### config.mk
export PLATFORM = sky130hd
export DESIGN_NAME = studio2_keypad
export DESIGN_NICKNAME = d
export VERILOG_FILES = /design/src/rtl/studio2_keypad.sv
export SDC_FILE = /design/constraint.sdc
export NUM_CORES = 1
export LEC_CHECK = 0
export ABC_AREA = 1
export BUFFER_PORTS_ARGS = -buffer_cell sky130_fd_sc_hd__buf_2
export CAP_MARGIN = 30
export CORE_MARGIN = 2
export CORE_UTILIZATION = 55
export CTS_CLUSTER_DIAMETER = 40
export DETAILED_ROUTE_END_ITERATION = 10
export PLACE_DENSITY_LB_ADDON = 0.08
export SKIP_LAST_GASP = 1
export SLEW_MARGIN = 20
export SYNTH_ARGS = -nofsm -noshare
export SYNTH_HDL_FRONTEND = slang
export SYNTH_SLANG_ARGS = --single-unit
### constraint.sdc
create_clock -name clk -period 3.5 [get_ports clk]
set_clock_uncertainty 0.1 [all_clocks]
set_input_delay 0.35 -clock clk [delete_from_list [all_inputs] [get_ports clk]]
set_output_delay 0.35 -clock clk [all_outputs]
set_load 0.02 [all_outputs]
### src/rtl/studio2_keypad.sv
// studio2_keypad: PS/2-driven keypad state for two Studio II pads, answered on active-low EF3/EF4
module studio2_keypad #(
    parameter logic [2:0]  OUT_PORT    = 3'd2,
    parameter logic [15:0] HOLD_CYCLES = 16'd0
) (
    input  logic        clk,
    input  logic        reset,
    input  logic [10:0] ps2_key,
    input  logic        io_out,
    input  logic [2:0]  io_n,
    input  logic [7:0]  io_dout,
    output logic [3:0]  key_latch,
    output logic        ef3_n,
    output logic        ef4_n,
    output logic [9:0]  kp1_state,
    output logic [9:0]  kp2_state,
    output logic        any_key
);
    // scan codes, key k at bits [8k+7:8k]: keys 0..9 are pad 1 digits, 10..19 are pad 2 digits
    localparam logic [159:0] CODES = {
        8'h7D, 8'h75, 8'h6C, 8'h74, 8'h73, 8'h6B, 8'h7A, 8'h72, 8'h69, 8'h70,
        8'h46, 8'h3E, 8'h3D, 8'h36, 8'h2E, 8'h25, 8'h26, 8'h1E, 8'h16, 8'h45
    };
    logic        shadow;
    logic        ev;
    logic [19:0] state;
    logic [9:0]  sel;
    logic        unused;
    assign ev        = ps2_key[10] != shadow;
    assign kp1_state = state[9:0];
    assign kp2_state = state[19:10];
    assign any_key   = |state;
    assign sel       = 10'd1 << key_latch;
    assign unused    = ^io_dout[7:4];
    // toggle shadow follows the bus every cycle, reset included, so reset never produces an event
    always_ff @(posedge clk)
        shadow <= ps2_key[10];
    for (genvar k = 0; k < 20; k++) begin : g_key
        logic        hit;
        logic        make;
        logic        brk;
        logic        st;
        logic        pend;
        logic [15:0] cnt;
        assign hit      = ev && !ps2_key[8] && ps2_key[7:0] == CODES[k*8 +: 8];
        assign make     = hit && ps2_key[9];
        assign brk      = hit && !ps2_key[9];
        assign state[k] = st;
        // key down on make; a break releases at once or is deferred until the hold count expires
        always_ff @(posedge clk) begin
            if (reset) begin
                st   <= 1'b0;
                pend <= 1'b0;
                cnt  <= 16'd0;
            end else if (make) begin
                st   <= 1'b1;
                pend <= 1'b0;
                cnt  <= HOLD_CYCLES;
            end else begin
                if (cnt != 16'd0)
                    cnt <= cnt - 16'd1;
                if (brk && cnt == 16'd0)
                    st <= 1'b0;
                else if ((brk || pend) && cnt == 16'd1) begin
                    st   <= 1'b0;
                    pend <= 1'b0;
                end else if (brk)
                    pend <= 1'b1;
            end
        end
    end
    // CPU key latch and registered flag answers; out-of-range latch values select no key
    always_ff @(posedge clk) begin
        if (reset) begin
            key_latch <= 4'd0;
            ef3_n     <= 1'b1;
            ef4_n     <= 1'b1;
        end else begin
            if (io_out && io_n == OUT_PORT)
                key_latch <= io_dout[3:0];
            ef3_n <= ~|(kp1_state & sel);
            ef4_n <= ~|(kp2_state & sel);
        end
    end
endmodule

# Word-level counts from Yosys, hierarchy flattened
# Cells that the tools add are included.
# word_totals
in_bits	25
out_inout_bits	27
word_cells	498
reg_bits	367
# op_classes
n_eq_ne	42
n_reduce_logical	249
muxes	100
n_bitwise	22
shift	1
n_addsub	20
# op_table
operator	count
$eq A16 B1 Y1 const B	20
$logic_not A16 Y1	20
$reduce_bool A16 Y1	20
$sub A16 B1 Y16 const B	20
$logic_and A1 B1 Y1	102
$mux W1	100
$eq A8 B7 Y1 const B	12
$reduce_bool A3 Y1	20
$eq A8 B6 Y1 const B	6
$reduce_and A2 Y1	20
$reduce_bool A2 Y1	20
$reduce_or A2 Y1	20
$and A10 B10 Y10	2
$logic_or A1 B1 Y1	20
$not A1 Y1	20
$reduce_or A10 Y1	2
$reduce_or A20 Y1	1
$eq A8 B5 Y1 const B	2
$shl A1 B4 Y10 const A	1
$logic_not A1 Y1	4
$eq A3 B2 Y1 const B	1
$ne A1 B1 Y1	1

# Longest topological paths before layout
# logic_depth
word_depth	9
depth_mapped	12
ltp_nobuf	12

# Worst setup path before layout
# OpenSTA, ideal clock, no wires.
# synth_timing
path_type	register -> register
startpoint	register g_key[2].cnt[0]
endpoint	register g_key[2].st
path_stages_with_launch	11
synth_period_minus_slack_ps	1590
setup_ps	132
arrival_time_ps	1358
setup_slack_ps	1910
path_cell_list	dfxtp_1 -> inv_1 -> ha_1 -> nand3_1 -> nor2_1 -> nand2_1 -> buf_4 -> nor2_1 -> nor2_1 -> nand2_1 -> a21oi_1
# synth_between
elab_chain_len	4
elab_cells_between_ends	7
# synth_lines
item	line_no	rtl
start: declaration	44	logic [15:0] cnt;
start signal: assignment	61	cnt <= cnt - 16'd1;
$logic_not A16 Y1	62	if (brk && cnt == 16'd0)
$logic_and A1 B1 Y1	62	
$mux W1	62	
$mux W1	55	end else if (make) begin
end signal: assignment	56	st <= 1'b1;
end signal: assignment	63	st <= 1'b0;
end signal: assignment	65	st <= 1'b0;
end: declaration	42	logic st;
# Several ways; a longest one is shown, not always the timed one.
# A chain may end at the register's enable or synchronous reset.

# Worst setup path in the final report
# layout_timing
startpoint	input port ps2_key[10]
endpoint	register g_key[12].cnt[1]
# layout_between
elab_chain_len	5
# layout_lines
item	line_no	rtl
start: declaration	8	input logic [10:0] ps2_key,
$ne A1 B1 Y1	29	assign ev = ps2_key[10] != shadow;
$logic_and A1 B1 Y1 (2 in a row)	45	assign hit = ev && !ps2_key[8] && ps2_key[7:0] == CODES[k*8 +: 8];
$logic_and A1 B1 Y1	46	assign make = hit && ps2_key[9];
$reduce_or A2 Y1 (no source line)	-	
end signal: assignment	61	
end: declaration	44	
# No other way between the ends.

==> run metrics <==
Worst R2R End=g_key[12].cnt[1]; GP Congestion=0.885; crit path DAT=2.72 ns; Yosys top cell area share=37.7%; std cell rows=68; FF-to-FF path depth=8; fin crit share=67.4%; GRT Overall Usage=23.6%; Finished Cell Area=0.0219 mm²; Vert. Die Dim=192 µm; post-DP HPWL=30,600 µm; dpl cell area=0.0199 mm²; Fmax=424 MHz; P_leak=10.1 nW; I/O Pins=52; critical path class=in2reg; Register Area=0.00735 mm²; Detailed Route WL=42,700 µm; Syn. warnings=0; IO buf count=47; Layout area overhead=12.6%; commonest non-fill, non-tap cell in the layout=nor2_1; largest net degree at the start of global routing=29; Worst R2R Setup Slack=1.28 ns; worst-margin pin slew=0.729 ns; Worst VDD drop=705 µV; Mean Syn Cell Area=6.83 µm²; DR iter-0 viols=884; total setup buffers inserted after CTS=0; Final #Nets=2,973; number of global-route vias before repair=16,452; share of cells above drive strength 1=10.1%; grt ovf=0; most frequent cells in the layout=636 x nor2_1, 565 x nand2_1, 367 x dfxtp_1; post-synthesis cell type count=42; Crit Path Max Fanout=28; # setup viols final=0; die width=192 µm; clk_lat worst skew=0.59 ns; max-slew violations=0; Hold Fails Final Rpt=0; area leader, netlist=dfxtp_1; top post-synthesis cells by area=dfxtp_1 38%, nor2_1 12%, nand2_1 11%, inv_1 5.8%, xor2_1 4.6%; CTS buffer count=58; Rel. slew slack=51.3%; CTS tree=built; routed len/inst=12.5 µm; Via-to-Cell Ratio=5.08; CTS H-tree lvls=2; RSZ-0062 raised after global routing=false; Routed Antenna Nets=0; register bit total from synthesis=367; first-pass GRT wire length=72,900 µm; post-synthesis sequential area ratio=37.7%; Max Cap Viol=0; crit path from=ps2_key[10]; DR pass1 iterations=5; CTS Buffer Depth=3; Post-Syn Area=0.0195 mm²; Clock Root Buffer=clkbuf_16; Final Critical Period=2.36 ns; status=completed; Multi-input gate area=0.0105 mm²; Setup crit start kind=input pin; WP data required=3.86 ns; Final TNS setup=0 ns; PwrDens=1120 mW/mm²; residual DRC count=0; Crit. End Element=register; Post-Syn Nets=2,921; Hold Crit Class=in2reg; Filler cells=3,203; initial antenna violation count=6; Vias=17,321; Core Box Area=0.0347 mm²; Critical Path Sink=g_key[12].cnt[1]; initial core utilization=56.1%; clock sinks=367; Cells after Synth=2,853; CTS clk-pin slew, worst paths=0.05 ns; r2r startpoint=shadow; DIE AREA=0.0369 mm²
[final cells by class]
type / count / area share, %
inverter: 314 / 5.38
sequential: 367 / 33.5
multi-input combinational: 2107 / 47.8
timing repair buffer: 57 / 1.47
clock buffer: 69 / 7.22
tap: 455 / 2.60
antenna: 5 / 0.0570
clock inverter: 38 / 1.96
[synthesized netlist by cell type (all sizes together)]
library cell and instances:
clkbuf 4, nor3 97, or2 5, and3 1
inv 313, dfxtp 367, nor4 3, o21bai 8
and2 1, nand2 605, a211oi 18, ha 43
nand3b 11, nand4 51, nor3b 15, o21a 4
nor2 702, a21oi 142, nand3 182, xnor2 53
xor2 103, a41oi 1, buf 61, clkinv 1
o211ai 4, o21ai 58
[worst min-delay path by stage]
stage	startpoint	endpoint	slack, ns	cells after the start
2_1_floorplan	ps2_key[10]	shadow	0.28	0
3_3_place_gp	g_key[6].cnt[5]	g_key[6].cnt[5]	0.35	2
3_5_place_dp	g_key[5].cnt[7]	g_key[5].cnt[7]	0.36	2
4_1_cts	io_n[1]	key_latch[3]	0.09	4
5_1_grt	io_n[1]	key_latch[3]	0.14	4
6_report	io_n[1]	key_latch[3]	0.1	4
[flip-flops by register name, indices dropped and copies added (netlist names)]
register    count
ef3_n           1
ef4_n           1
g_key.cnt     320
g_key.pend     20
g_key.st       20
key_latch       4
shadow          1
[worst max-delay path, cell delays in order]
cell,delay [ns]
dlygate4sd3_1,0.53
buf_2,0.13
nand2_1,0.06
nand2_1,0.07
nor2_4,0.55
nand4_1,0.21
nand2_1,0.45
inv_1,0.18
o21ai_0,0.12
a21oi_1,0.05
[kinds of logic (layout without fill, tap and decap cells)]
| logic type | count (synthesis) | count (layout) | synth area share (%) |
|---|---|---|---|
| AND/OR/NAND/NOR | 1673 | 1673 | 37.5 |
| adder cells (fa/ha/maj) | 43 | 43 | 2.76 |
| AO/OA/AOI/OAI | 235 | 235 | 6.54 |
| other | 0 | 5 | 0 |
| XOR/XNOR | 156 | 156 | 7.01 |
| flip-flops | 367 | 367 | 37.7 |
| buffers and inverters | 379 | 478 | 8.46 |
[per-stage QoR]
| step | instances | setup WS [ns] | total power [mW] | hold slack [ns] | utilization, % |
|---|---|---|---|---|---|
| final | 3412 | 1.14 | 24.5 | 0.0957 | 63.2 |
| after global routing | 3410 | 0.929 | 26.9 | 0.144 | 63.2 |
| after CTS | 3407 | 1.19 | 24.6 | 0.0852 | 63.2 |
| after detailed placement | 3295 | 1.12 | 18.6 | 0.363 | 57.2 |
| after global placement | 3295 | 1.17 | 18.3 | 0.354 | 57.2 |
| after floorplan | 2853 | 1.91 | 16.6 | 0.278 | - |
[timing repair]
action / in CTS / in global routing
endpoints found under the hold margin: 5 / 0
hold buffers: 5 / 0
gates resized for setup: 0 / 0
[metal layers]
metal  wire length [µm]  vias to the layer above  track usage [%]
met1              20100                     7855             29.8
met5                  0                        -                0
met3               2160                       69             4.48
met4               1020                        0             8.93
li1                   -                     9132                -
met2              19400                      265             39.9
[report_power, final]
group / leakage (nW) / total (mW) / switching [mW] / internal, mW
Combinational: 6.10 / 11.7 / 7.36 / 4.31
Sequential: 3.01 / 6.95 / 1.23 / 5.72
Clock: 0.970 / 5.83 / 2.13 / 3.70
Power figures use the tool's default switching activity.
